### config.mk
export PLATFORM = sky130hd
export DESIGN_NAME = ncl_mult3_sync_adapter
export DESIGN_NICKNAME = d
export VERILOG_FILES = /design/src/rtl/ncl_mult3_pkg.sv /design/src/rtl/ncl_sync_ff.sv /design/src/rtl/ncl_mult3_sync_adapter.sv
export SDC_FILE = /design/constraint.sdc
export NUM_CORES = 1
export LEC_CHECK = 0
export CAP_MARGIN = 20
export CORE_MARGIN = 8
export CORE_UTILIZATION = 55
export DETAILED_ROUTE_END_ITERATION = 8
export DONT_BUFFER_PORTS = 1
export GPL_TIMING_DRIVEN = 0
export PLACE_DENSITY_LB_ADDON = 0.15
export SYNTH_ARGS = -nofsm -noshare
export SYNTH_HDL_FRONTEND = slang
export SYNTH_SLANG_ARGS = --single-unit
export TNS_END_PERCENT = 100
### constraint.sdc
create_clock -name clk -period 1.3 [get_ports clk]
set_clock_uncertainty 0.05 [all_clocks]
set_input_delay 0.26 -clock clk [delete_from_list [all_inputs] [get_ports clk]]
set_output_delay 0.26 -clock clk [all_outputs]
set_load 0.01 [all_outputs]
### src/rtl/ncl_mult3_pkg.sv
// rtl/ncl_mult3_pkg.sv - shared types, dual-rail codes and helpers for the NCL 3x3 multiplier adapter
package ncl_mult3_pkg;

   typedef enum logic [1:0] {
      ST_IDLE = 2'd0,
      ST_DATA = 2'd1,
      ST_NULL = 2'd2
   } state_t;

   typedef struct packed {
      logic rail1;
      logic rail0;
   } dr_t;

   localparam int OP_W   = 3;
   localparam int PROD_W = 6;

   localparam dr_t DR_NULL    = 2'b00;
   localparam dr_t DR_ILLEGAL = 2'b11;

   function automatic dr_t encode_dr(input logic bin);
      dr_t dr;
      dr.rail1 = bin;
      dr.rail0 = ~bin;
      return dr;
   endfunction

   // Only meaningful on a legal DATA code; rail1 carries the value.
   function automatic logic decode_dr(input dr_t dr);
      return dr.rail1;
   endfunction

endpackage

### src/rtl/ncl_sync_ff.sv
// rtl/ncl_sync_ff.sv - async-reset flop chain bringing an NCL-side signal into the clk domain
module ncl_sync_ff #(
   parameter int STAGES = 2,
   parameter int WIDTH  = 1
) (
   input  logic             clk,
   input  logic             rst_n,
   input  logic [WIDTH-1:0] d,
   output logic [WIDTH-1:0] q
);

   logic [STAGES-1:0][WIDTH-1:0] chain;

   always_ff @(posedge clk or negedge rst_n) begin
      if (!rst_n) begin
         chain <= '0;
      end else begin
         chain[0] <= d;
         for (int i = 1; i < STAGES; i++) begin
            chain[i] <= chain[i-1];
         end
      end
   end

   assign q = chain[STAGES-1];

endmodule

### src/rtl/ncl_mult3_sync_adapter.sv
// rtl/ncl_mult3_sync_adapter.sv - valid/ready to DATA/NULL wavefront adapter for the NCL 3x3 multiplier
// Optional phase watchdog: NCL_ADAPT_TIMEOUT_EN.
module ncl_mult3_sync_adapter
   import ncl_mult3_pkg::*;
#(
   parameter int SYNC_STAGES    = 2,
   parameter int TIMEOUT_CYCLES = 1023
) (
   input  logic              clk,
   input  logic              rst_n,
   input  logic              in_valid,
   output logic              in_ready,
   input  logic [OP_W-1:0]   in_a,
   input  logic [OP_W-1:0]   in_b,
   output logic              out_valid,
   input  logic              out_ready,
   output logic [PROD_W-1:0] out_p,
   output logic [OP_W-1:0]   ai_rail1,
   output logic [OP_W-1:0]   ai_rail0,
   output logic [OP_W-1:0]   bi_rail1,
   output logic [OP_W-1:0]   bi_rail0,
   output logic              ki,
   input  logic              ko,
   input  logic [PROD_W-1:0] po_rail1,
   input  logic [PROD_W-1:0] po_rail0,
   output logic [1:0]        err
);

   state_t              state;
   dr_t [OP_W-1:0]      a_q, b_q, a_dr, b_dr;
   dr_t [PROD_W-1:0]    po_dr;
   logic [PROD_W-1:0]   po_bin;
   logic                complete_raw, all_null_raw, illegal_raw;
   logic                ko_s, complete_s, all_null_s;
   logic                accept, capture, rearm, advance, timeout;
   logic [1:0]          err_q;

   always_comb begin
      complete_raw = 1'b1;
      all_null_raw = 1'b1;
      illegal_raw  = 1'b0;
      for (int i = 0; i < PROD_W; i++) begin
         po_dr[i]     = {po_rail1[i], po_rail0[i]};
         po_bin[i]    = decode_dr(po_dr[i]);
         complete_raw &= (po_dr[i] != DR_NULL) && (po_dr[i] != DR_ILLEGAL);
         all_null_raw &= (po_dr[i] == DR_NULL);
         illegal_raw  |= (po_dr[i] == DR_ILLEGAL);
      end
      for (int i = 0; i < OP_W; i++) begin
         a_dr[i]     = encode_dr(in_a[i]);
         b_dr[i]     = encode_dr(in_b[i]);
         ai_rail1[i] = a_q[i].rail1;
         ai_rail0[i] = a_q[i].rail0;
         bi_rail1[i] = b_q[i].rail1;
         bi_rail0[i] = b_q[i].rail0;
      end
   end

   ncl_sync_ff #(.STAGES(SYNC_STAGES), .WIDTH(1)) u_sync_ko (
      .clk(clk), .rst_n(rst_n), .d(ko), .q(ko_s));
   ncl_sync_ff #(.STAGES(SYNC_STAGES), .WIDTH(1)) u_sync_complete (
      .clk(clk), .rst_n(rst_n), .d(complete_raw), .q(complete_s));
   ncl_sync_ff #(.STAGES(SYNC_STAGES), .WIDTH(1)) u_sync_all_null (
      .clk(clk), .rst_n(rst_n), .d(all_null_raw), .q(all_null_s));

   // Accept only when the multiplier is idle and the single output slot is free or draining.
   assign in_ready = (state == ST_IDLE) && ko_s && all_null_s && (!out_valid || out_ready);
   assign accept   = in_valid && in_ready;
   assign capture  = (state == ST_DATA) && complete_s && !ko_s;
   assign rearm    = (state == ST_NULL) && all_null_s && ko_s;
   assign advance  = accept || capture || rearm;
   assign err      = err_q;

`ifdef NCL_ADAPT_TIMEOUT_EN
   localparam int CNT_W = $clog2(TIMEOUT_CYCLES + 1);
   logic [CNT_W-1:0] cnt;

   assign timeout = (state != ST_IDLE) && !advance && (cnt == CNT_W'(TIMEOUT_CYCLES - 1));

   always_ff @(posedge clk or negedge rst_n) begin
      if (!rst_n) begin
         cnt <= '0;
      end else if (state == ST_IDLE || advance || timeout) begin
         cnt <= '0;
      end else begin
         cnt <= cnt + 1'b1;
      end
   end
`else
   logic unused_timeout_cfg;
   assign unused_timeout_cfg = (TIMEOUT_CYCLES == 0);
   assign timeout            = 1'b0;
`endif

   always_ff @(posedge clk or negedge rst_n) begin
      if (!rst_n) begin
         state     <= ST_IDLE;
         a_q       <= {OP_W{DR_NULL}};
         b_q       <= {OP_W{DR_NULL}};
         ki        <= 1'b1;
         out_valid <= 1'b0;
         out_p     <= '0;
         err_q     <= 2'b00;
      end else begin
         if (out_valid && out_ready) begin
            out_valid <= 1'b0;
         end
         if (state == ST_DATA && illegal_raw) begin
            err_q[1] <= 1'b1;
         end
         case (state)
            ST_IDLE: begin
               if (accept) begin
                  a_q   <= a_dr;
                  b_q   <= b_dr;
                  state <= ST_DATA;
               end
            end
            ST_DATA: begin
               // Rails stay stable until ki falls, so the raw product is safe once complete_s is seen.
               if (capture) begin
                  out_p     <= po_bin;
                  out_valid <= 1'b1;
                  a_q       <= {OP_W{DR_NULL}};
                  b_q       <= {OP_W{DR_NULL}};
                  ki        <= 1'b0;
                  state     <= ST_NULL;
               end
            end
            ST_NULL: begin
               if (rearm) begin
                  ki    <= 1'b1;
                  state <= ST_IDLE;
               end
            end
            default: state <= ST_IDLE;
         endcase
         if (timeout) begin
            err_q[0] <= 1'b1;
            a_q      <= {OP_W{DR_NULL}};
            b_q      <= {OP_W{DR_NULL}};
            ki       <= 1'b0;
            state    <= ST_NULL;
         end
      end
   end

endmodule
==> reports/qor.txt, run 1 <==
PWR
---------------------------------------------------------------------------------
Power per unit of standard cell area                                 1420 nW/um^2
Worst VDD drop                                                            1.11 mV
Static Leakage                                                        0.000998 uW

PLACED DESIGN
---------------------------------------------------------------------------------
Count of input and output buffers                                               0
Placed inst area                                                        1390 um^2
Half-perimeter wire length after detailed placement                       2.09 mm
Number of instances in the placed design                                      156
Gpl congestion                                                              0.708

STA
---------------------------------------------------------------------------------
Final hold violation count                                                      0
Final Cycle Share                                                            1.14
Setup repair after global routing missed its margin                           yes
Final setup viols                                                              19
Post-route worst hold slack                                             0.0103 ns
Minimum clock period after layout                                         1.49 ns
Final-report max-slew violation count                                           0
Maximum achievable frequency                                              673 MHz
Final worst setup slack                                                 -0.187 ns

ROUTE
---------------------------------------------------------------------------------
Vias after detailed routing                                                   968
Routed length per instance                                                17.2 um
Wirelength, routed                                                        3.15 mm
DRC viols                                                                       0
Number of optimization iterations in the first detailed-route pass              4
Initial detailed-routing violation count                                       24
Detail Route Antenna Nets                                                       0
Detailed-route vias per instance                                             5.29

CELLS AND AREA
---------------------------------------------------------------------------------
Number of inserted diodes                                                       0
Finished Layout Cells                                                         183
Relative area change from synthesis to final layout                         27.7%
Fin area                                                                1730 um^2
Fraction of layout instances using a drive strength above 1                 0.190
Number of fill cells in the layout                                            180
Number of nets in the layout                                                  187
Area used by sequential logic in the layout                              727 um^2
Footprint of the multi-input gates                                       544 um^2

CTS
---------------------------------------------------------------------------------
CTS Buffer Depth                                                                2
Num Clock Sinks                                                                29
H-tree levels                                                                   2
Library cell used as clock root buffer                               sky130_fd_sc_hd__clkbuf_4
Clock insertion delay at the later pin of the skew report                 0.33 ns
Clk pin slew, worst setup/hold paths                                      0.09 ns
Total clock buffers created by CTS                                              5
CTS tree                                                                     done

YOSYS
---------------------------------------------------------------------------------
Net count after synthesis                                                     161
Number of standard cells after synthesis                                      126
Number of warnings printed during yosys synthesis                               0
Flops & latches, synth                                                         29
Seq/Total Area, Yosys                                                       0.536
Summed instance area of the synthesized netlist                         1360 um^2
Post-Syn Area per Cell                                                  10.8 um^2
Count of unique library cells instantiated by Yosys                            24

WORST SETUP PATH
---------------------------------------------------------------------------------
Maximum fanout count along the critical path                                    2
Data required time of the worst path                                      0.99 ns
Kind of end point of the critical path                                 output pin
Crit path max-delay cell type                                        sky130_fd_sc_hd__dfrtp_1
Top delay family on crit path                                        simple AND/OR/NAND/NOR gates
Worst setup path category                                            flip-flop to output pin
Data arrival, critical path                                               1.18 ns
Maximum cell stage delay along the critical path                          0.39 ns
Category of the worst setup path launch point                           flip-flop
Ordered cell list for the critical path                              and4bb_2 > and2_4
Number of buffer and inverter stages on the critical path                       0

FLOORPLANNING
---------------------------------------------------------------------------------
Boundary Pins                                                                  46
Total number of placement rows                                                 18
Die Area                                                                4310 um^2
Overall die height                                                        65.7 um
Area of the core                                                        2410 um^2
Initial standard-cell utilization of the core                               0.563
X dimension of the die                                                    65.7 um

JOB
---------------------------------------------------------------------------------
# Max-Cap Violations                                                            0

MIN PATH
---------------------------------------------------------------------------------
Class of the tightest hold or removal check                          input pin to flip-flop

GRT
---------------------------------------------------------------------------------
First-pass GRT wire length                                                4.87 mm
Pin count of the biggest net entering global routing                           30
Number of antenna violations at the first check in global routing               0
Total grt overflow                                                              0
Global Route Usage Sum                                                      0.152
Via count of the first global-routing pass                                  1,021

STATUS
---------------------------------------------------------------------------------
Violated checks                                                      negative setup slack
Outcome                                                              complete, but fails checks

==> metal layers <==
metal  track usage  vias to the layer above  share of wire
li1              -                      452              -
met1         0.161                      469           0.39
met2         0.235                       42           0.48
met3        0.0901                        5           0.11
met4        0.0763                        0          0.017
met5             0                        -              0
==> through the flow <==
step | utilization | total power, uW | worst slack [ns] | setup TNS (ns)
global placement | 0.578 | 1710 | -0.113 | -1.09
CTS | 0.704 | 2460 | -0.210 | -0.948
detailed placement | 0.578 | 1750 | -0.203 | -1.76
floorplan | - | 1620 | 0.00582 | 0
finish | 0.719 | 2470 | -0.187 | -1.12
global route | 0.719 | 2620 | -0.255 | -2.24
==> final timing paths <==
check | startpoint | endpoint | slack (ns) | cells past startpoint
min in group asynchronous | rst_n | u_sync_all_null.chain[0]$_DFF_PN0_ | 0.31 | 2
max in group asynchronous | rst_n | ki$_DFFE_PN1P_ | 0.66 | 2
min reg2reg | u_sync_complete.chain[0]$_DFF_PN0_ | u_sync_complete.q$_DFF_PN0_ | 0.31 | 0
max | state[1]$_DFFE_PN0P_ | in_ready | -0.19 | 2
max reg2reg | state[1]$_DFFE_PN0P_ | bi_rail0[0]$_DFFE_PN0P_ | -0.09 | 5
min | in_b[2] | bi_rail1[2]$_DFFE_PN0P_ | 0.01 | 2
==> cells in the final DEF (no fill, tap or decap), types with 2 or more instances in the layout <==
cell / instances
sky130_fd_sc_hd__o21ai_1: 3
sky130_fd_sc_hd__inv_1: 19
sky130_fd_sc_hd__nand2_1: 23
sky130_fd_sc_hd__nor2_1: 2
sky130_fd_sc_hd__ha_1: 12
sky130_fd_sc_hd__clkbuf_4: 5
sky130_fd_sc_hd__mux2i_1: 12
sky130_fd_sc_hd__nand2b_1: 3
sky130_fd_sc_hd__buf_6: 3
sky130_fd_sc_hd__dlygate4sd3_1: 8
sky130_fd_sc_hd__buf_12: 2
sky130_fd_sc_hd__clkbuf_8: 2
sky130_fd_sc_hd__o21ai_0: 6
sky130_fd_sc_hd__nand4_1: 2
sky130_fd_sc_hd__dfrtp_1: 28
sky130_fd_sc_hd__buf_4: 8
==> area by class of cell <==
class,count,share of cell area
Timing Repair Buffer,20,0.124
Sequential cell,29,0.420
Tap cell,30,0.0217
Clock buffer,7,0.0376
Clock inverter,1,0.00289
Multi-Input combinational cell,73,0.314
Inverter,19,0.0412
Buffer,4,0.0390
==> synth_stat cells <==
library cell	number	area [um^2]
sky130_fd_sc_hd__a31oi_1	1	6.26
sky130_fd_sc_hd__and2_1	1	6.26
sky130_fd_sc_hd__and4bb_2	1	12.5
sky130_fd_sc_hd__buf_2	2	10.0
sky130_fd_sc_hd__buf_4	1	7.51
sky130_fd_sc_hd__buf_6	1	11.3
sky130_fd_sc_hd__clkbuf_1	1	3.75
sky130_fd_sc_hd__conb_1	1	3.75
sky130_fd_sc_hd__dfrtp_1	28	701
sky130_fd_sc_hd__dfstp_2	1	26.3
sky130_fd_sc_hd__ha_1	12	150
sky130_fd_sc_hd__inv_1	19	71.3
sky130_fd_sc_hd__mux2i_1	12	120
sky130_fd_sc_hd__nand2_1	23	86.3
sky130_fd_sc_hd__nand2b_1	3	18.8
sky130_fd_sc_hd__nand3_4	1	17.5
sky130_fd_sc_hd__nand3b_1	1	7.51
sky130_fd_sc_hd__nand4_1	2	12.5
sky130_fd_sc_hd__nand4bb_1	1	11.3
sky130_fd_sc_hd__nor2_1	2	7.51
sky130_fd_sc_hd__nor3_1	1	5.00
sky130_fd_sc_hd__o21ai_0	9	45.0
sky130_fd_sc_hd__o21bai_1	1	7.51
sky130_fd_sc_hd__or4_1	1	7.51
==> where the power goes <==
part / leakage, uW / internal (uW) / total (uW) / switching (uW)
sequential: 0.000325 / 1140 / 1420 / 272
clock: 0.0000413 / 313 / 630 / 317
combinational: 0.000631 / 207 / 419 / 212
==> timing repair <==
action,CTS,global route
buffers inserted,8,1
cloned,1,1
setup endpoints to repair,18,20
hold buffers,9,0
hold endpoints to repair,41,0
gates resized for setup,13,6
pin swaps,2,1
==> registers in the layout (all words and copies together), names as in the netlist, 2 cells and up <==
signal / count
bi_rail0: 3
state: 2
ai_rail1: 3
out_p: 6
bi_rail1: 3
ai_rail0: 3
==> cells by family (layout without fill, tap and decap cells) <==
family | Yosys count | count (layout) | share of synthesized area
flops | 29 | 29 | 0.536
buf+inv | 24 | 51 | 0.0766
simple gates | 37 | 37 | 0.142
compound gates | 11 | 11 | 0.0434
other cells | 1 | 1 | 0.00276
fa+ha+maj | 12 | 12 | 0.111
mux | 12 | 12 | 0.0886
Power figures use the tool's default switching activity.
==> run 2: changes to the inputs <==
--- a/config.mk
+++ b/config.mk
@@ -7,7 +7,7 @@
 export LEC_CHECK = 0
 export CAP_MARGIN = 20
 export CORE_MARGIN = 8
-export CORE_UTILIZATION = 55
+export CORE_UTILIZATION = 57
 export DETAILED_ROUTE_END_ITERATION = 8
 export DONT_BUFFER_PORTS = 1
 export GPL_TIMING_DRIVEN = 0
==> constraint.sdc (replaced) <==
create_clock -name clk -period 1.7 [get_ports clk]
set_clock_uncertainty 0.05 [all_clocks]
set_input_delay 0.34 -clock clk [delete_from_list [all_inputs] [get_ports clk]]
set_output_delay 0.34 -clock clk [all_outputs]
set_load 0.01 [all_outputs]
==> run 2 against run 1 <==
Global-route usage decreased by 1.4 points; utilization decreased by 3.5 points; sequential share of layout area increased by 5.6 points; sequential power decreased by 23%; worst hold slack improved by 0.028 ns; critical endpoint unchanged; the flow now finishes without violations; largest cell class unchanged.
==> reports/qor.txt, run 2 (synthesized netlist as in run 1, its figures left out) <==
GRT
-------------------------------------------------------------------------------------
Most heavily used metal layer in global routing                                  met2
Pin count of the biggest net entering global routing                               30
First-pass GRT wire length                                                    4.36 mm
M1 GR Usage                                                                     0.122
Met2 global-route usage                                                         0.234
Total grt overflow                                                                  0
Met3 Use GR                                                                     0.107
Global Route Usage Sum                                                          0.138
Via count of the first global-routing pass                                        965
Number of antenna violations at the first check in global routing                   0

PLACED DESIGN
-------------------------------------------------------------------------------------
Number of instances in the placed design                                          154
Gpl congestion                                                                  0.706
Count of input and output buffers                                                   0
Setup WS pre-CTS                                                             0.235 ns
Half-perimeter wire length after detailed placement                           2.14 mm
Placed inst area                                                            1390 um^2

STA
-------------------------------------------------------------------------------------
Final worst setup slack                                                     0.0897 ns
Final-report max-slew violation count                                               0
Setup repair after global routing missed its margin                                no
Final setup viols                                                                   0
Final hold violation count                                                          0
Final Cycle Share                                                               0.947
Maximum achievable frequency                                                  621 MHz
Setup TNS                                                                        0 ns
Minimum clock period after layout                                             1.61 ns

FLOORPLANNING
-------------------------------------------------------------------------------------
Total number of placement rows                                                     17
X dimension of the die                                                        64.8 um
Area of the core                                                            2230 um^2
Initial standard-cell utilization of the core                                   0.607
Boundary Pins                                                                      46
Overall die height                                                            64.8 um
Die Area                                                                    4200 um^2

STATUS
-------------------------------------------------------------------------------------
Outcome                                                                  finished, final reports clean

CTS
-------------------------------------------------------------------------------------
Total clock buffers created by CTS                                                  5
CTS tree                                                                         done
Clock insertion delay at the later pin of the skew report                     0.32 ns
Num Clock Sinks                                                                    29
CTS Buffer Depth                                                                    2
Library cell used as clock root buffer                                   sky130_fd_sc_hd__clkbuf_4
Clk pin slew, worst setup/hold paths                                          0.09 ns
H-tree levels                                                                       2

WORST SETUP PATH
-------------------------------------------------------------------------------------
Crit path max-delay cell type                                            sky130_fd_sc_hd__dfrtp_1
Data required time of the worst path                                          1.31 ns
Maximum fanout count along the critical path                                        5
Maximum cell stage delay along the critical path                              0.42 ns
Kind of end point of the critical path                                     output pin
Data arrival, critical path                                                   1.22 ns
Worst setup path category                                                flip-flop to output pin
Category of the worst setup path launch point                               flip-flop
Ordered cell list for the critical path                                  and4bb_2 > and2_4

CELLS AND AREA
-------------------------------------------------------------------------------------
Relative area change from synthesis to final layout                             12.5%
Number of nets in the layout                                                      174
Commonest cells after routing, fill and taps aside                       sky130_fd_sc_hd__dfrtp_1 (28), sky130_fd_sc_hd__nand2_1 (23), sky130_fd_sc_hd__inv_1 (19)
Most frequent standard cell in the layout excluding fill and tap cells   sky130_fd_sc_hd__dfrtp_1
Finished Layout Cells                                                             168
Max reg flops                                                                       6
Fin area                                                                    1530 um^2
Number of inserted diodes                                                           0
Fraction of layout instances using a drive strength above 1                     0.143
Number of fill cells in the layout                                                183
Register ranked first by flip-flop count                                        out_p

ROUTE
-------------------------------------------------------------------------------------
Routed length per instance                                                    15.9 um
Detail Route Antenna Nets                                                           0
Number of optimization iterations in the first detailed-route pass                  4
Detailed-route vias per instance                                                 5.18
DRC viols                                                                           0
Vias after detailed routing                                                       871
Wirelength, routed                                                            2.68 mm
Initial detailed-routing violation count                                           21

PWR
-------------------------------------------------------------------------------------
Combinational share of power                                                    0.137
Static Leakage                                                            0.000900 uW
Design internal power                                                         1230 uW
Seq pwr share                                                                   0.604
Clock group share of total power                                                0.260
Power per unit of standard cell area                                     1180 nW/um^2
NetSw                                                                          572 uW
Switching share of power                                                        0.318
Final total power                                                             1800 uW
Worst VDD drop                                                               0.930 mV

JOB
-------------------------------------------------------------------------------------
# Max-Cap Violations                                                                0

MIN PATH
-------------------------------------------------------------------------------------
Class of the tightest hold or removal check                              input pin to flip-flop

## run 2: cell types whose count changed in the layout (fill, tap and decap cells not counted), sizes merged
cell and delta:
buf -7, dlygate4sd3 -6
## run 2: cell type report
class	instances	area, um^2	share of cell area
Clock buffer	7	65.1	0.0426
Buffer	5	32.5	0.0213
Inverter	19	71.3	0.0467
Sequential cell	29	727	0.476
Multi-Input combinational cell	73	528	0.346
Clock inverter	1	5.00	0.00328
Tap cell	28	35.0	0.0230
Timing Repair Buffer	6	62.6	0.0410
## run 2: power groups by stage
stage | logic (uW) | clock network [uW] | registers [uW]
after floorplan | 179 | 0 | 1060
after global placement | 200 | 0 | 1110
after detailed placement | 227 | 0 | 1110
after CTS | 250 | 480 | 1100
after global routing | 298 | 514 | 1120
final | 246 | 467 | 1090
## run 2: path summary, 6_finish.rpt
| path | slack [ns] | to | cells past startpoint | startpoint |
|---|---|---|---|---|
| setup / recovery | 0.09 | in_ready | 2 | state[0]$_DFFE_PN0P_ |
| hold / removal | 0.04 | ai_rail0[1]$_DFFE_PN0P_ | 1 | in_a[1] |
| setup reg to reg | 0.26 | ai_rail1[1]$_DFFE_PN0P_ | 5 | state[0]$_DFFE_PN0P_ |
| hold reg to reg | 0.31 | u_sync_complete.q$_DFF_PN0_ | 0 | u_sync_complete.chain[0]$_DFF_PN0_ |
| max in group asynchronous | 0.99 | ki$_DFFE_PN1P_ | 2 | rst_n |
| min in group asynchronous | 0.38 | u_sync_all_null.q$_DFF_PN0_ | 2 | rst_n |
## run 2: routing by layer
layer / part of all wire / vias to the layer above
met1: 0.33 / 409
met2: 0.53 / 31
met4: 0.013 / 0
li1: - / 426
met3: 0.13 / 5
met5: 0 / -
## run 2: per-stage QoR
step | hold slack, ns | utilization
2_1_floorplan | -0.00559 | -
3_3_place_gp | -0.00493 | 0.623
3_5_place_dp | -0.00505 | 0.623
4_1_cts | 0.0299 | 0.676
5_1_grt | 0.0141 | 0.683
6_report | 0.0385 | 0.683
## run 2: timing repair
| item | CTS | global route |
|---|---|---|
| setup buffers | 1 | 2 |
| pin swaps | 1 | 0 |
| resized for setup | 0 | 1 |
| hold buffers | 3 | 0 |
| endpoints found under the hold margin | 30 | 0 |
| endpoints found under the setup margin | 1 | 1 |
## run 2: critical path: cells and delay by family, from the launching register on
| family | cells | cell delay, ns |
|---|---|---|
| AND/OR/NAND/NOR | 2 | 0.48 |
| flip-flops | 1 | 0.42 |
==> run 3: changes to the inputs <==
--- a/config.mk
+++ b/config.mk
@@ -11,6 +11,8 @@
 export DETAILED_ROUTE_END_ITERATION = 8
 export DONT_BUFFER_PORTS = 1
 export GPL_TIMING_DRIVEN = 0
+export HOLD_SLACK_MARGIN = 0.15
+export MAX_ROUTING_LAYER = met4
 export PLACE_DENSITY_LB_ADDON = 0.15
 export SYNTH_ARGS = -nofsm -noshare
 export SYNTH_HDL_FRONTEND = slang
==> run 3 against run 2 <==
Sequential cell count is the same; register-to-register slack about the same; largest power group unchanged; final area is 7.9% higher; die area stayed put; cell count increased by 7.1%; setup slack got worse by 0.0048 ns.
==> reports/qor.txt, run 3 (synthesized netlist as in run 1, its figures left out) <==
PLACED DESIGN
-------------------------------------------------------------------------------------
Number of instances in the placed design                                          154
Setup WS pre-CTS                                                             0.235 ns
Gpl congestion                                                                  0.714
Half-perimeter wire length after detailed placement                           2.14 mm
Count of input and output buffers                                                   0

WORST SETUP PATH
-------------------------------------------------------------------------------------
Data required time of the worst path                                          1.31 ns
Crit path max-delay cell type                                            sky130_fd_sc_hd__dfrtp_1
Kind of end point of the critical path                                     output pin
Data arrival, critical path                                                   1.23 ns
Maximum fanout count along the critical path                                        5
Maximum cell stage delay along the critical path                              0.42 ns
Top delay family on crit path                                            simple AND/OR/NAND/NOR gates
Category of the worst setup path launch point                               flip-flop
Ordered cell list for the critical path                                  and4bb_2 > and2_4
Number of buffer and inverter stages on the critical path                           0
Worst setup path category                                                flip-flop to output pin

CTS
-------------------------------------------------------------------------------------
Clock insertion delay at the later pin of the skew report                     0.33 ns
H-tree levels                                                                       2
Total clock buffers created by CTS                                                  5
CTS Buffer Depth                                                                    2
CTS tree                                                                         done
Clk pin slew, worst setup/hold paths                                          0.09 ns
Num Clock Sinks                                                                    29
Library cell used as clock root buffer                                   sky130_fd_sc_hd__clkbuf_4

ROUTE
-------------------------------------------------------------------------------------
Detail Route Antenna Nets                                                           0
Initial detailed-routing violation count                                           16
Detailed-route vias per instance                                                 5.06
Wirelength, routed                                                            2.77 mm
Number of optimization iterations in the first detailed-route pass                  2
Routed length per instance                                                    15.4 um
Vias after detailed routing                                                       911
DRC viols                                                                           0

PWR
-------------------------------------------------------------------------------------
Seq pwr share                                                                   0.595
Static Leakage                                                            0.000950 uW
Clock group share of total power                                                0.257
Combinational share of power                                                    0.148
Design internal power                                                         1250 uW
Power per unit of standard cell area                                     1110 nW/um^2
Worst VDD drop                                                               0.957 mV
Switching share of power                                                        0.318
NetSw                                                                          582 uW

CELLS AND AREA
-------------------------------------------------------------------------------------
Max reg flops                                                                       6
Number of nets in the layout                                                      186
Finished Layout Cells                                                             180
Most frequent standard cell in the layout excluding fill and tap cells   sky130_fd_sc_hd__dfrtp_1
Fraction of layout instances using a drive strength above 1                     0.132
Relative area change from synthesis to final layout                             21.4%
Commonest cells after routing, fill and taps aside                       sky130_fd_sc_hd__dfrtp_1 (28), sky130_fd_sc_hd__nand2_1 (23), sky130_fd_sc_hd__inv_1 (19)
Register ranked first by flip-flop count                                        out_p
Number of inserted diodes                                                           0

FLOORPLANNING
-------------------------------------------------------------------------------------
X dimension of the die                                                        64.8 um
Total number of placement rows                                                     17
Overall die height                                                            64.8 um
Boundary Pins                                                                      46
Area of the core                                                            2230 um^2
Die Area                                                                    4200 um^2
Initial standard-cell utilization of the core                                   0.607

GRT
-------------------------------------------------------------------------------------
First-pass GRT wire length                                                    4.59 mm
Total grt overflow                                                                  0
Pin count of the biggest net entering global routing                               30
Via count of the first global-routing pass                                      1,030
Global Route Usage Sum                                                          0.148
Number of antenna violations at the first check in global routing                   0

STA
-------------------------------------------------------------------------------------
Minimum clock period after layout                                             1.62 ns
Final worst setup slack                                                     0.0849 ns
Maximum achievable frequency                                                  619 MHz
Post-route worst hold slack                                                  0.163 ns
Setup TNS                                                                        0 ns
Setup repair after global routing missed its margin                                no
Final Cycle Share                                                               0.950
Final setup viols                                                                   0
Final hold violation count                                                          0
Final-report max-slew violation count                                               0

STATUS
-------------------------------------------------------------------------------------
Outcome                                                                  finished, final reports clean

MIN PATH
-------------------------------------------------------------------------------------
Class of the tightest hold or removal check                              input pin to flip-flop

JOB
-------------------------------------------------------------------------------------
# Max-Cap Violations                                                                0

## run 3: worst paths after layout
path	start	end	slack [ns]	depth (start not counted)
hold / removal	po_rail1[0]	out_p[0]$_DFFE_PN0P_	0.16	2
setup reg to reg	state[0]$_DFFE_PN0P_	ai_rail1[1]$_DFFE_PN0P_	0.26	5
setup / recovery	state[0]$_DFFE_PN0P_	in_ready	0.08	2
max in group asynchronous	rst_n	ki$_DFFE_PN1P_	0.99	2
hold reg to reg	u_sync_complete.chain[0]$_DFF_PN0_	u_sync_complete.q$_DFF_PN0_	0.30	0
min in group asynchronous	rst_n	u_sync_all_null.q$_DFF_PN0_	0.39	2
## run 3: cell type report
class	instances	area, um^2
Fill cell	160	587
Timing Repair Buffer	18	183
Clock buffer	7	65.1
Inverter	19	71.3
Multi-Input combinational cell	73	528
Clock inverter	1	5.00
Tap cell	28	35.0
Buffer	5	32.5
Sequential cell	29	727
## run 3: metrics by stage
step	total power [uW]	instance area [um^2]	utilization
floorplan	1240	1360	-
global placement	1310	1390	0.623
detailed placement	1340	1390	0.623
CTS	1850	1630	0.729
global route	1950	1650	0.737
finish	1830	1650	0.737
## run 3: repair_timing
| action | in CTS | in global routing |
|---|---|---|
| setup buffers | 1 | 2 |
| hold buffers | 15 | 0 |
| hold endpoints to repair | 47 | 0 |
| resized for setup | 0 | 1 |
| pin swaps | 1 | 0 |
| endpoints found under the setup margin | 1 | 1 |
## run 3: layer usage
metal / global-route usage / routed length [um] / up-vias
met3: 0.0859 / 311 / 5
met4: 0.0654 / 36 / 0
met5: - / 0 / -
met1: 0.139 / 980 / 424
li1: - / - / 453
met2: 0.242 / 1440 / 29
## run 3: power by group through the flow
stage               Sequential, uW  Combinational (uW)  Clock, uW
finish                        1090                 271        470
global route                  1120                 324        514
CTS                           1100                 274        480
detailed placement            1110                 227          0
global placement              1110                 200          0
floorplan                     1060                 179          0
==> RTL edit 1, RTL diff (flow settings as in run 1) <==
`SYNC_STAGES`: 2 -> 1.
--- a/src/rtl/ncl_mult3_sync_adapter.sv
+++ b/src/rtl/ncl_mult3_sync_adapter.sv
@@ -3,7 +3,7 @@
 module ncl_mult3_sync_adapter
    import ncl_mult3_pkg::*;
 #(
-   parameter int SYNC_STAGES    = 2,
+   parameter int SYNC_STAGES    = 1,
    parameter int TIMEOUT_CYCLES = 1023
 ) (
    input  logic              clk,
Check against the original RTL: not equivalent (Yosys sat finds a counterexample within 4 cycles, from zero or initial values and one cycle with rst_n low).
==> RTL edit 1 against run 1 <==
  * The flow still finishes with violations (negative setup slack)
  * Synthesized cell count is 2.4% lower
  * Non-clock buffer count is 1 higher
  * Synthesized area is 5.5% lower
  * Highest routed layer unchanged
  * Sequential cell count is 3 lower
  * Wire length is 8.3% lower
  * Clock power is 12% lower
  * Cell area is 5.4% lower
  * First-iteration DRC count is 38% lower
  * Worst setup slack worse by 0.028 ns
  * Total power is 7.8% lower
==> RTL edit 1: results (changes against run 1) <==
----------------------------------------------------
[Drt]
  Via/cell ratio ... 5.274 (-0.29%)
  Routed wire length on met2 ... 1395 um (-8.0%)
  Post-detailed-route wirelength per cell ... 16.50 um (-4.1%)
  Post-route met1 wirelength ... 1135 um (-6.9%)

[Worst hold path]
  Worst hold path endpoint ... ai_rail1[1]
  Startpoint of the most critical hold path ... in_a[1]

[Global route]
  Met1 track demand over resource ... 15.94% (-0.14 points)
  Maximum number of pins on one net before global-route repair ... 27 (-10%)

[Placed design]
  Number of placed instances with taps included ... 151 (-3.2%)
  Placed Instance Area ... 1316 um2 (-5.6%)
  Hpwl dp ... 1940 um (-7.3%)
  Routability congestion estimate ... 0.7498 (+5.9%)
  Worst-case setup slack after placement ... -0.1357 ns (+0.06687 ns)

[Synthesis]
  Net count of the mapped netlist ... 158 (-1.9%)
  Average cell area after synthesis ... 10.42 um2 (-3.2%)

[Timing]
  Worst-case setup margin in the final layout ... -0.2145 ns (-0.02762 ns)
  Final setup TNS ... -2.251 ns (-1.136 ns)
  Count of endpoints failing setup in the final report ... 17 (-2)

[Critical path]
  Depth of the worst register-to-register path ... 6 (+1)
  Register-to-Register Setup Slack ... -0.17 ns (-0.08 ns)
  CP arrival ... 1.20 ns (+0.02 ns)
  Reg2reg end ... bi_rail1[2]

[Cells and area]
  Fraction of final layout cells sized beyond drive strength 1 ... 17.69% (-1.3 points)
  Final net count ... 183 (-2.1%)

[Run status]
  Status ... complete, but fails checks
  Violated checks ... negative setup slack

[Clocking]
  Level count of the clock H-tree ... 1 (-1)

[Power and ir drop]
  Max IR drop VDD ... 0.001160 V (+4.4%)

----------------------------------------------------
RTL edit 1: kinds of logic (layout without fill, tap and decap cells):
group,after synthesis,in the layout,synth area share (%)
other,1,1,0.2927
multiplexers,12,12,9.375
flip-flops,26,26,50.88
buffers and inverters,24,48,8.105
adder cells (fa/ha/maj),12,12,11.72
AND/OR/NAND/NOR,37,37,15.04
AO/OA/AOI/OAI,11,11,4.590
RTL edit 1: timing repair:
item	CTS	global route
gates resized for setup	19	4
pin swaps	3	1
hold endpoints to repair	36	0
endpoints found under the setup margin	18	20
hold buffers	9	0
buffers inserted	7	2
gates cloned	2	1
RTL edit 1: cell type report:
cell class,instances,area [um2]
inverter,19,71.32
sequential,26,651.9
buffer,5,70.07
fill,171,574.3
multi-input combinational,73,531.8
clock inverter,1,30.03
clock buffer,3,22.52
tap,28,35.03
timing repair buffer,20,225.2
RTL edit 1: where the power goes:
group	switching (uW)	total (uW)	internal (uW)
Clock	241	552	311
Sequential	278	1330	1060
Combinational	195	388	193
==> RTL edit 2, RTL diff (settings of run 1) <==
Made on the original files. Put one more register stage on the output `err`, with the module's reset. The value now appears one clock later. The other outputs are not delayed to match.
--- a/src/rtl/ncl_mult3_sync_adapter.sv
+++ b/src/rtl/ncl_mult3_sync_adapter.sv
@@ -69,7 +69,13 @@
    assign capture  = (state == ST_DATA) && complete_s && !ko_s;
    assign rearm    = (state == ST_NULL) && all_null_s && ko_s;
    assign advance  = accept || capture || rearm;
-   assign err      = err_q;
+   always_ff @(posedge clk or negedge rst_n) begin
+      if (!rst_n) begin
+         err <= '0;
+      end else begin
+         err <= err_q;
+      end
+   end
 
 `ifdef NCL_ADAPT_TIMEOUT_EN
    localparam int CNT_W = $clog2(TIMEOUT_CYCLES + 1);
Formal check against the unedited RTL: not equivalent (a bounded check fails within 10 cycles, from zero or initial values and one cycle with rst_n low).
==> RTL edit 2 against run 1 <==
  * Worst setup slack worse by 0.019 ns
  * Total power is 2.4% lower
  * Critical endpoint unchanged
  * Register-to-register slack worse by 0.10 ns
  * Wire length fell by 1.7%
  * Synthesized area grew 1.8%
  * Sequential share of layout area up 0.37 points
  * Sequential power is 3% higher
  * Final cell count grew 1.6%
  * Sequential cell count up 1
  * The run still ends with negative setup slack left
  * Critical path depth is the same
  * Clock power shrank 17%
  * Cell area grew 2.5%
  * Critical path type unchanged
==> RTL edit 2: results (changes against run 1) <==
----------------------------------------------------
[Critical path]
  Reg-to-reg startpoint ... state[0]
  Worst Path Class, Setup ... flop to output pin
  Reg2reg end ... bi_rail1[0]
  Register-to-Register Setup Slack ... -0.19 ns (-0.10 ns)
  Depth of the worst register-to-register path ... 6 (+1)
  CP arrival ... 1.20 ns (+0.02 ns)

[Power and ir drop]
  Total power of the final layout ... 2406 uW (-2.4%)
  Leakage power total ... 0.001012 uW (+1.4%)
  Total sequential power ... 1460 uW (+3%)
  Clock power frac ... 21.8% (-3.8 points)
  Max IR drop VDD ... 0.001327 V (+19%)

[Global route]
  Global-route wire length before repair ... 4954 um (+1.7%)
  Met1 track demand over resource ... 14.84% (-1.2 points)
  Vias in the first global route ... 1106 (+8.3%)
  Met2 Track Usage GR ... 24.37% (+0.86 points)
  Met3 Usage GRT ... 6.949% (-2.1 points)

[Synthesis]
  Leading cell types by total area after synthesis ... sky130_fd_sc_hd__dfrtp_1, sky130_fd_sc_hd__ha_1, sky130_fd_sc_hd__mux2i_1, sky130_fd_sc_hd__nand2_1, sky130_fd_sc_hd__inv_1
  Instance count of the mapped netlist ... 127 (+0.79%)
  Top post-synthesis cells by count ... sky130_fd_sc_hd__dfrtp_1, sky130_fd_sc_hd__nand2_1, sky130_fd_sc_hd__inv_1
  Share of Yosys cell area claimed by the top area cell type ... 52.54% (+0.88 points)
  Adder-cell area share of the yosys netlist ... 10.87% (-0.20 points)
  Sequential cell area fraction in the yosys report ... 54.44% (+0.84 points)
  Share of cell area taken by muxes after synthesis ... 8.696% (-0.16 points)

[Run status]
  Status ... complete, but fails checks
  Violated checks ... negative setup slack

[Cells and area]
  Final net count ... 192 (+2.7%)
  Number of inserted filler cells in the final layout ... 160 (-11%)
  Fraction of final layout cells sized beyond drive strength 1 ... 21.15% (+2.2 points)

[Placed design]
  Placed Instance Area ... 1419 um2 (+1.8%)
  Hpwl dp ... 2055 um (-1.8%)
  Worst-case setup slack after placement ... -0.1460 ns (+0.05649 ns)
  Number of placed instances with taps included ... 157 (+0.64%)

[Timing]
  Count of endpoints failing setup in the final report ... 19 (unchanged)
  Hold slack final ... 0.01504 ns (+0.004765 ns)
  Worst-case setup margin in the final layout ... -0.2059 ns (-0.01905 ns)

[Worst hold path]
  Worst hold path endpoint ... ai_rail1[1]
  Startpoint of the most critical hold path ... in_a[1]

[Drt]
  Post-Route WL ... 3095 um (-1.7%)
  Routed wire length on met2 ... 1543 um (+1.7%)
  Detail Route met3 WL ... 377 um (+5.6%)
  Number of DRC markers after the initial detailed-route iteration ... 23 (-4.2%)
  Post-route met1 wirelength ... 1103 um (-9.5%)

----------------------------------------------------
-- RTL edit 2: repair_timing --
| item | in CTS | in global routing |
|---|---|---|
| hold endpoints to repair | 37 | 0 |
| pin swaps | 2 | 2 |
| hold buffers | 9 | 0 |
| buffers inserted | 5 | 5 |
| cloned | 1 | 3 |
| endpoints found under the setup margin | 18 | 20 |
| gates resized for setup | 10 | 12 |
-- RTL edit 2: final cells by class --
type | instances | area, um2 | share of cell area [%]
flip-flops and latches | 30 | 752.0 | 42.35
multi-input cells | 73 | 551.8 | 31.08
repair buffers | 23 | 251.5 | 14.16
inverters | 19 | 71.32 | 4.017
plain buffers | 5 | 60.06 | 3.383
clock buffers | 6 | 51.30 | 2.889
well taps | 30 | 37.54 | 2.114
-- RTL edit 2: critical path, stage by stage (launching register included) --
cell	delay, ns
sky130_fd_sc_hd__dfrtp_1	0.40
sky130_fd_sc_hd__and4bb_2	0.32
sky130_fd_sc_hd__and2_4	0.16
